[config.mk]
export PLATFORM = sky130hd
export DESIGN_NAME = trace_char_emitter
export DESIGN_NICKNAME = d
export VERILOG_FILES = /design/src/rtl/trace_pkg.sv /design/src/rtl/trace_char_emitter_bin2bcd14.sv /design/src/rtl/trace_char_emitter.sv
export SDC_FILE = /design/constraint.sdc
export NUM_CORES = 1
export LEC_CHECK = 0
export ABC_AREA = 0
export CORE_MARGIN = 10
export CORE_UTILIZATION = 41
export CTS_CLUSTER_SIZE = 30
export DETAILED_ROUTE_END_ITERATION = 7
export GPL_ROUTABILITY_DRIVEN = 0
export GPL_TIMING_DRIVEN = 0
export SYNTH_ARGS = -nofsm -noshare
export SYNTH_HDL_FRONTEND = slang
export SYNTH_SLANG_ARGS = --single-unit
[constraint.sdc]
create_clock -name clk -period 3.4 [get_ports clk]
set_clock_uncertainty 0.2 [all_clocks]
set_input_delay 0.68 -clock clk [delete_from_list [all_inputs] [get_ports clk]]
set_output_delay 0.68 -clock clk [all_outputs]
set_load 0.005 [all_outputs]
[src/rtl/trace_pkg.sv]
// Shared types, ASCII constants and helpers for the trace character emitter.
package trace_pkg;

    typedef enum logic [1:0] {
        ST_IDLE,
        ST_CONV,
        ST_EMIT,
        ST_GAP
    } state_t;

    localparam logic [7:0] CH_CARET  = 8'h5E;
    localparam logic [7:0] CH_AT     = 8'h40;
    localparam logic [7:0] CH_COLON  = 8'h3A;
    localparam logic [7:0] CH_DOLLAR = 8'h24;
    localparam logic [7:0] CH_STAR   = 8'h2A;
    localparam logic [7:0] CH_LT     = 8'h3C;
    localparam logic [7:0] CH_EQ     = 8'h3D;
    localparam logic [7:0] CH_HASH   = 8'h23;

    localparam logic [5:0]  REC_LEN_REG = 6'd29;
    localparam logic [5:0]  REC_LEN_MEM = 6'd35;
    localparam logic [13:0] TIME_MAX    = 14'd9999;

    // 0-9 map to '0'-'9'; 10-15 map to 'a'-'f' or 'A'-'F'.
    function automatic logic [7:0] hex2ascii(input logic [3:0] nibble, input logic lower);
        if (nibble < 4'd10)
            return 8'h30 + {4'h0, nibble};
        else if (lower)
            return 8'h57 + {4'h0, nibble};
        else
            return 8'h37 + {4'h0, nibble};
    endfunction

    // Nibble k of a 32-bit word, k=7 is the most significant.
    function automatic logic [3:0] nib32(input logic [31:0] w, input logic [2:0] k);
        return 4'(w >> {k, 2'b00});
    endfunction

endpackage

[src/rtl/trace_char_emitter_bin2bcd14.sv]
// Sequential 14-bit binary to 4-digit BCD converter (shift-add-3, one bit per cycle).
module bin2bcd14
    import trace_pkg::*;
(
    input  logic        clk,
    input  logic        reset,
    input  logic        start,
    input  logic [13:0] bin,
    output logic        done,
    output logic [15:0] bcd
);

    logic [13:0] sh;
    logic [15:0] acc;
    logic [15:0] acc_adj;
    logic [3:0]  cnt;
    logic        running;

    function automatic logic [3:0] add3(input logic [3:0] d);
        return (d >= 4'd5) ? d + 4'd3 : d;
    endfunction

    // Correct every BCD digit before the next left shift.
    always_comb begin
        acc_adj = {add3(acc[15:12]), add3(acc[11:8]), add3(acc[7:4]), add3(acc[3:0])};
    end

    // Load on start, then shift one binary bit into the BCD accumulator per cycle.
    always_ff @(posedge clk or negedge reset) begin
        if (!reset) begin
            sh      <= '0;
            acc     <= '0;
            cnt     <= '0;
            running <= 1'b0;
        end else if (start) begin
            sh      <= bin;
            acc     <= '0;
            cnt     <= 4'd14;
            running <= 1'b1;
        end else if (running) begin
            {acc, sh} <= {acc_adj, sh} << 1;
            cnt       <= cnt - 4'd1;
            if (cnt == 4'd1)
                running <= 1'b0;
        end
    end

    // Done is high during the cycle whose closing edge performs the final shift,
    // so the result is valid from the following cycle on and held until the next start.
    assign done = running && (cnt == 4'd1);
    assign bcd  = acc;

endmodule

[src/rtl/trace_char_emitter.sv]
// Serialises one CPU write-back record into an ASCII trace line, one character per clock.
module trace_char_emitter
    import trace_pkg::*;
#(
    parameter logic [7:0]  IDLE_CHAR = 8'h20,
    parameter int unsigned GAP       = 2,
    parameter bit          LOWER_HEX = 1'b1
) (
    input  logic        clk,
    input  logic        reset,
    input  logic        in_valid,
    output logic        in_ready,
    input  logic        in_is_mem,
    input  logic [13:0] in_time,
    input  logic [31:0] in_pc,
    input  logic [4:0]  in_reg,
    input  logic [31:0] in_addr,
    input  logic [31:0] in_data,
    output logic [7:0]  char,
    output logic        char_valid,
    output logic        busy,
    output logic        time_sat
);

    state_t      state, state_next;
    logic        accept;
    logic        is_mem_q;
    logic [31:0] pc_q, addr_q, data_q;
    logic [4:0]  reg_q;
    logic [5:0]  idx, last_idx, tail;
    logic [3:0]  gap_cnt;
    logic [7:0]  lut_char;
    logic [3:0]  reg_tens;
    logic [4:0]  reg_units;
    logic        bcd_done;
    logic [15:0] bcd;

    function automatic logic [13:0] sat_time(input logic [13:0] t);
        return (t > TIME_MAX) ? TIME_MAX : t;
    endfunction

    function automatic logic [3:0] dec_tens(input logic [4:0] r);
        if (r >= 5'd30)      return 4'd3;
        else if (r >= 5'd20) return 4'd2;
        else if (r >= 5'd10) return 4'd1;
        else                 return 4'd0;
    endfunction

    assign in_ready  = (state == ST_IDLE) && reset;
    assign busy      = (state != ST_IDLE);
    assign accept    = in_valid && in_ready;
    assign last_idx  = is_mem_q ? (REC_LEN_MEM - 6'd1) : (REC_LEN_REG - 6'd1);
    assign reg_tens  = dec_tens(reg_q);
    assign reg_units = reg_q - ({1'b0, reg_tens} * 5'd10);

    bin2bcd14 u_bcd (
        .clk   (clk),
        .reset (reset),
        .start (accept),
        .bin   (sat_time(in_time)),
        .done  (bcd_done),
        .bcd   (bcd)
    );

    // State register.
    always_ff @(posedge clk or negedge reset) begin
        if (!reset)
            state <= ST_IDLE;
        else
            state <= state_next;
    end

    // Next-state logic: IDLE -> CONV -> EMIT -> (GAP) -> IDLE.
    always_comb begin
        state_next = state;
        case (state)
            ST_IDLE: if (accept)   state_next = ST_CONV;
            ST_CONV: if (bcd_done) state_next = ST_EMIT;
            ST_EMIT: if (idx == last_idx)
                         state_next = (GAP == 0) ? ST_IDLE : ST_GAP;
            ST_GAP:  if (gap_cnt == 4'(GAP - 1)) state_next = ST_IDLE;
            default: state_next = ST_IDLE;
        endcase
    end

    // Character selected by the record index; the tail after the variable field
    // starts at 18 for register records and 24 for memory records.
    always_comb begin
        lut_char = IDLE_CHAR;
        tail     = idx - (is_mem_q ? 6'd24 : 6'd18);
        if (idx == 6'd0)
            lut_char = CH_CARET;
        else if (idx <= 6'd4)
            lut_char = hex2ascii(nib32({16'h0, bcd}, 3'(6'd4 - idx)), LOWER_HEX);
        else if (idx == 6'd5)
            lut_char = CH_AT;
        else if (idx <= 6'd13)
            lut_char = hex2ascii(nib32(pc_q, 3'(6'd13 - idx)), LOWER_HEX);
        else if (idx == 6'd14)
            lut_char = CH_COLON;
        else if (idx == 6'd15)
            lut_char = is_mem_q ? CH_STAR : CH_DOLLAR;
        else if (is_mem_q && idx <= 6'd23)
            lut_char = hex2ascii(nib32(addr_q, 3'(6'd23 - idx)), LOWER_HEX);
        else if (!is_mem_q && idx == 6'd16)
            lut_char = hex2ascii(reg_tens, LOWER_HEX);
        else if (!is_mem_q && idx == 6'd17)
            lut_char = hex2ascii(reg_units[3:0], LOWER_HEX);
        else if (tail == 6'd0)
            lut_char = CH_LT;
        else if (tail == 6'd1)
            lut_char = CH_EQ;
        else if (tail <= 6'd9)
            lut_char = hex2ascii(nib32(data_q, 3'(6'd9 - tail)), LOWER_HEX);
        else
            lut_char = CH_HASH;
    end

    // Holding registers, index/gap counters and the registered character output.
    always_ff @(posedge clk or negedge reset) begin
        if (!reset) begin
            is_mem_q   <= 1'b0;
            pc_q       <= '0;
            reg_q      <= '0;
            addr_q     <= '0;
            data_q     <= '0;
            idx        <= '0;
            gap_cnt    <= '0;
            char       <= IDLE_CHAR;
            char_valid <= 1'b0;
            time_sat   <= 1'b0;
        end else begin
            time_sat <= accept && (in_time > TIME_MAX);
            if (accept) begin
                is_mem_q <= in_is_mem;
                pc_q     <= in_pc;
                reg_q    <= in_reg;
                addr_q   <= in_addr;
                data_q   <= in_data;
            end
            if (state == ST_EMIT) begin
                char       <= lut_char;
                char_valid <= 1'b1;
                idx        <= (idx == last_idx) ? 6'd0 : idx + 6'd1;
            end else begin
                char       <= IDLE_CHAR;
                char_valid <= 1'b0;
                idx        <= '0;
            end
            gap_cnt <= (state == ST_GAP) ? gap_cnt + 4'd1 : 4'd0;
        end
    end

endmodule
==> results by group <==
Critical path
  – Worst endpoint required time: 3.48 ns
  – Crit end category: register
  – CP max FO: 10
  – CP Class: reg -> reg
  – Crit path DAT: between 3 and 4 ns
  – Crit path largest cell delay: 0.56 ns
  – Critical-path top delay cell: mux4_2
  – Cells along the critical path: buf_6 > buf_8 > buf_12 > mux4_2 > mux2i_4 > ha_1 > nand2b_1 > and3_1 > a211oi_1 > a221oi_1 > o41ai_2
  – CP Launch Type: register

Place
  – Placed instance area: 0.01033 mm2
  – Post-DP HPWL: 17,470 um
  – Placed insts: 1,369
  – PortBufs: 129

Global routing
  – Initial antenna violation count: 0
  – Vias in the first global route: 7,191
  – First-pass GRT wire length: a little under 40,000 um
  – Largest net degree at the start of global routing: 108
  – Grt ovf: 0
  – GR Util All Layers: 17.82%

Synthesis
  – Synthesis-stage register bit count: 158
  – Mux contribution to synthesized area: 10.82%
  – Post-synthesis compound-gate area fraction: around a tenth
  – Mean Syn Cell Area: 8.984 um2
  – Yosys warns: 0
  – Synth area leader: dfrtp_1
  – Post-synthesis instance area: ~0.0087 mm2
  – Post-synth EDFFs: 0
  – Area share of the largest cell type after synthesis: between 40% and 50%
  – Most area-consuming cells after synthesis: dfrtp_1 (45%), nand2_1 (15%), mux4_2 (4.9%), ha_1 (4.5%), mux2i_1 (4.3%)
  – Syn_nets: 1,115
  – Top-count cell post-synth: nand2_1
  – Post-synth top cells: nand2_1 (351), dfrtp_1 (157), nor2_1 (43), o21ai_0 (40), clkbuf_1 (39)
  – Largest family of logic cells by synthesized area: simple AND/OR/NAND/NOR gates
  – Mapped Cells: 964
  – Synth async-reset ratio: 100.0%
  – XOR/XNOR share of the synthesized area: 2.225%
  – Top FF cell, synth: dfrtp_1
  – Netlist cell types: 66
  – Sequential element share of the synthesized area: 45.67%
  – Post-Synth Adder-Cell Area: 5.056%
  – Area share of and/or/nand/nor cells after synthesis: 22.35%

Pwr
  – Pwr/cell area: 889.1 mW/mm2
  – Lkg Pwr: between 5 and 6 nW
  – Worst vdd ir: between 0.3 and 0.4 mV
  – Tot Pwr: 9.875 mW

STA
  – Fin crit period: 3.219 ns
  – Final slew viol count: 0
  – WHS: 0.03981 ns
  – Tcrit/Tclk final: a little over nine tenths
  – Setup violators final: 0
  – Final hold viol count: 0
  – Relative slew slack: 31.38%
  – Fmax: 310.7 MHz
  – Worst Tran Pin Value: 1.018 ns

Floorplan
  – Core footprint: roughly 0.021 mm2
  – Io pins: ~130
  – Die Area: 0.02734 mm2
  – Die Span Y: 165.3 um
  – Starting Density: 41.46%
  – Die Width: 165.3 um
  – Rows: 53

CTS
  – H-tree depth: 4
  – Max clock buf depth: 2
  – CTS Buf Count: 17
  – Clock transition at path regs: ~0.07 ns
  – CTS sink count: 158
  – Clock Latency Late Sink: 0.43 ns
  – TritonCTS clock tree: yes
  – Root Driver: clkbuf_16

Worst hold path
  – HP Class: in -> async

Route
  – Vias: ~7,200
  – Post-DR vias/cell: 5.156
  – WL final: 23,720 um
  – Initial DRC Count: 418
  – Drt pass-1 iters: 7
  – Post-DR wirelength/cell: 16.88 um
  – Remaining DRCs: 0
  – Antenna Nets Post-Route: 0

Cells and area
  – Final #Nets: 1,268
  – Final std cells w/o fill: 1,405
  – Layout cells sized above 1: 8.053%
  – Area grow syn2layout: 28.24%
  – Layout Utilization: between 50 and 60%
  – Fillers: 2,001
  – Final Instance Area: 0.01111 mm2
  – Antenna diodes: 0

Outcome
  – Status: finished, final reports clean

Flow run
  – Max_cap viols: 0
## layout make-up
type                            count  area [um2]  share of cell area (%)
Clock inverter                     14       197.7                   1.780
Inverter                           34       133.9                   1.205
Buffer                             47       236.5                   2.129
Sequential cell                   158        3958                   35.63
Clock buffer                       18       429.2                   3.864
Tap cell                          275       344.1                   3.098
Timing Repair Buffer              137        1396                   12.57
Multi-Input combinational cell    722        4412                   39.72
## where the power goes
group          total [mW]  leakage, nW  internal, mW  switching (mW)
clock                2.06        0.303          1.19           0.875
combinational        4.53         2.89          2.06            2.47
sequential           3.28         1.99          2.74           0.543
## metrics by stage
stage | setup TNS [ns] | setup slack, ns
finish | 0 | 0.1809
global route | -0.003439 | -0.003439
CTS | 0 | 0.03830
detailed placement | -1.792 | -0.4376
global placement | -1621.78 | -5.897
floorplan | 0 | 0.2771
## worst max-delay path: cells and delay by family, from the launching register on
| family | cells | cell delay, ns |
|---|---|---|
| mux | 2 | 0.78 |
| buf+inv | 3 | 0.51 |
| fa+ha+maj | 1 | 0.21 |
| flops | 1 | 0.37 |
| compound gates | 3 | 0.77 |
| simple gates | 2 | 0.22 |
## cell usage in the layout, fill, tap and decap left out, types with 4 or more instances in the layout
| cell | count |
|---|---|
| nand2_1 | 351 |
| dfrtp_1 | 155 |
| clkdlybuf4s50_1 | 128 |
| nor2_1 | 43 |
| o21ai_0 | 40 |
| clkbuf_1 | 38 |
| mux2i_1 | 34 |
| a21oi_1 | 33 |
| inv_1 | 31 |
| ha_1 | 29 |
| nand3_1 | 23 |
| mux4_2 | 19 |
| clkbuf_16 | 17 |
| xnor2_1 | 16 |
| nand2b_1 | 8 |
| nor3_1 | 7 |
| a22oi_1 | 7 |
| a211oi_1 | 7 |
| buf_4 | 7 |
| xor2_1 | 6 |
| nor2b_1 | 5 |
| and2_1 | 5 |
| and3_1 | 5 |
| o211ai_1 | 5 |
| a31oi_1 | 5 |
| inv_6 | 5 |
| mux2_2 | 4 |
| nand3b_1 | 4 |
## final timing paths
kind                         endpoint       start  slack [ns]  cells past startpoint
hold / removal                char[5]       reset        0.04                      1
setup reg to reg              char[4]      idx[0]        0.18                     11
setup / recovery              char[4]      idx[0]        0.18                     11
hold reg to reg            addr_q[26]  addr_q[26]        0.27                      2
max in group asynchronous  data_q[13]       reset        2.41                      2
min in group clk           addr_q[26]  addr_q[26]        0.27                      2
## timing repair
item / CTS / global route
hold buffers: 1 / 0
gates resized for setup: 15 / 8
endpoints found under the setup margin: 5 / 4
setup buffers: 4 / 2
hold endpoints to repair: 50 / 0
pin swaps: 3 / 3
## cells by family after synthesis
| group | count (synthesis) |
|---|---|
| adders and majority gates | 35 |
| buffers and inverters | 84 |
| xor gates and xnor gates | 22 |
| AOI/OAI and AO/OA | 131 |
| other | 1 |
| and+or+nand+nor | 469 |
| DFF | 158 |
| muxes | 64 |
## flip-flops by register name, summed over array words and instances (netlist names), 2 cells and up
signal / cells
addr_q: 32
data_q: 32
pc_q: 32
u_bcd.bcd: 16
u_bcd.sh: 14
char: 7
idx: 6
reg_q: 5
gap_cnt: 4
u_bcd.cnt: 4
state: 2
## metal layers
layer  GRT usage (%)  wire [um]  vias to the layer above  share of wire (%)
li1                -          -                     3564                  -
met1           26.11      11660                     3506                 49
met3           4.388       1196                       14                5.0
met4           3.512        223                        0               0.94
met5               0          0                        -                  0
met2           26.21      10640                      160                 45
(Power assumes the default switching activity.)
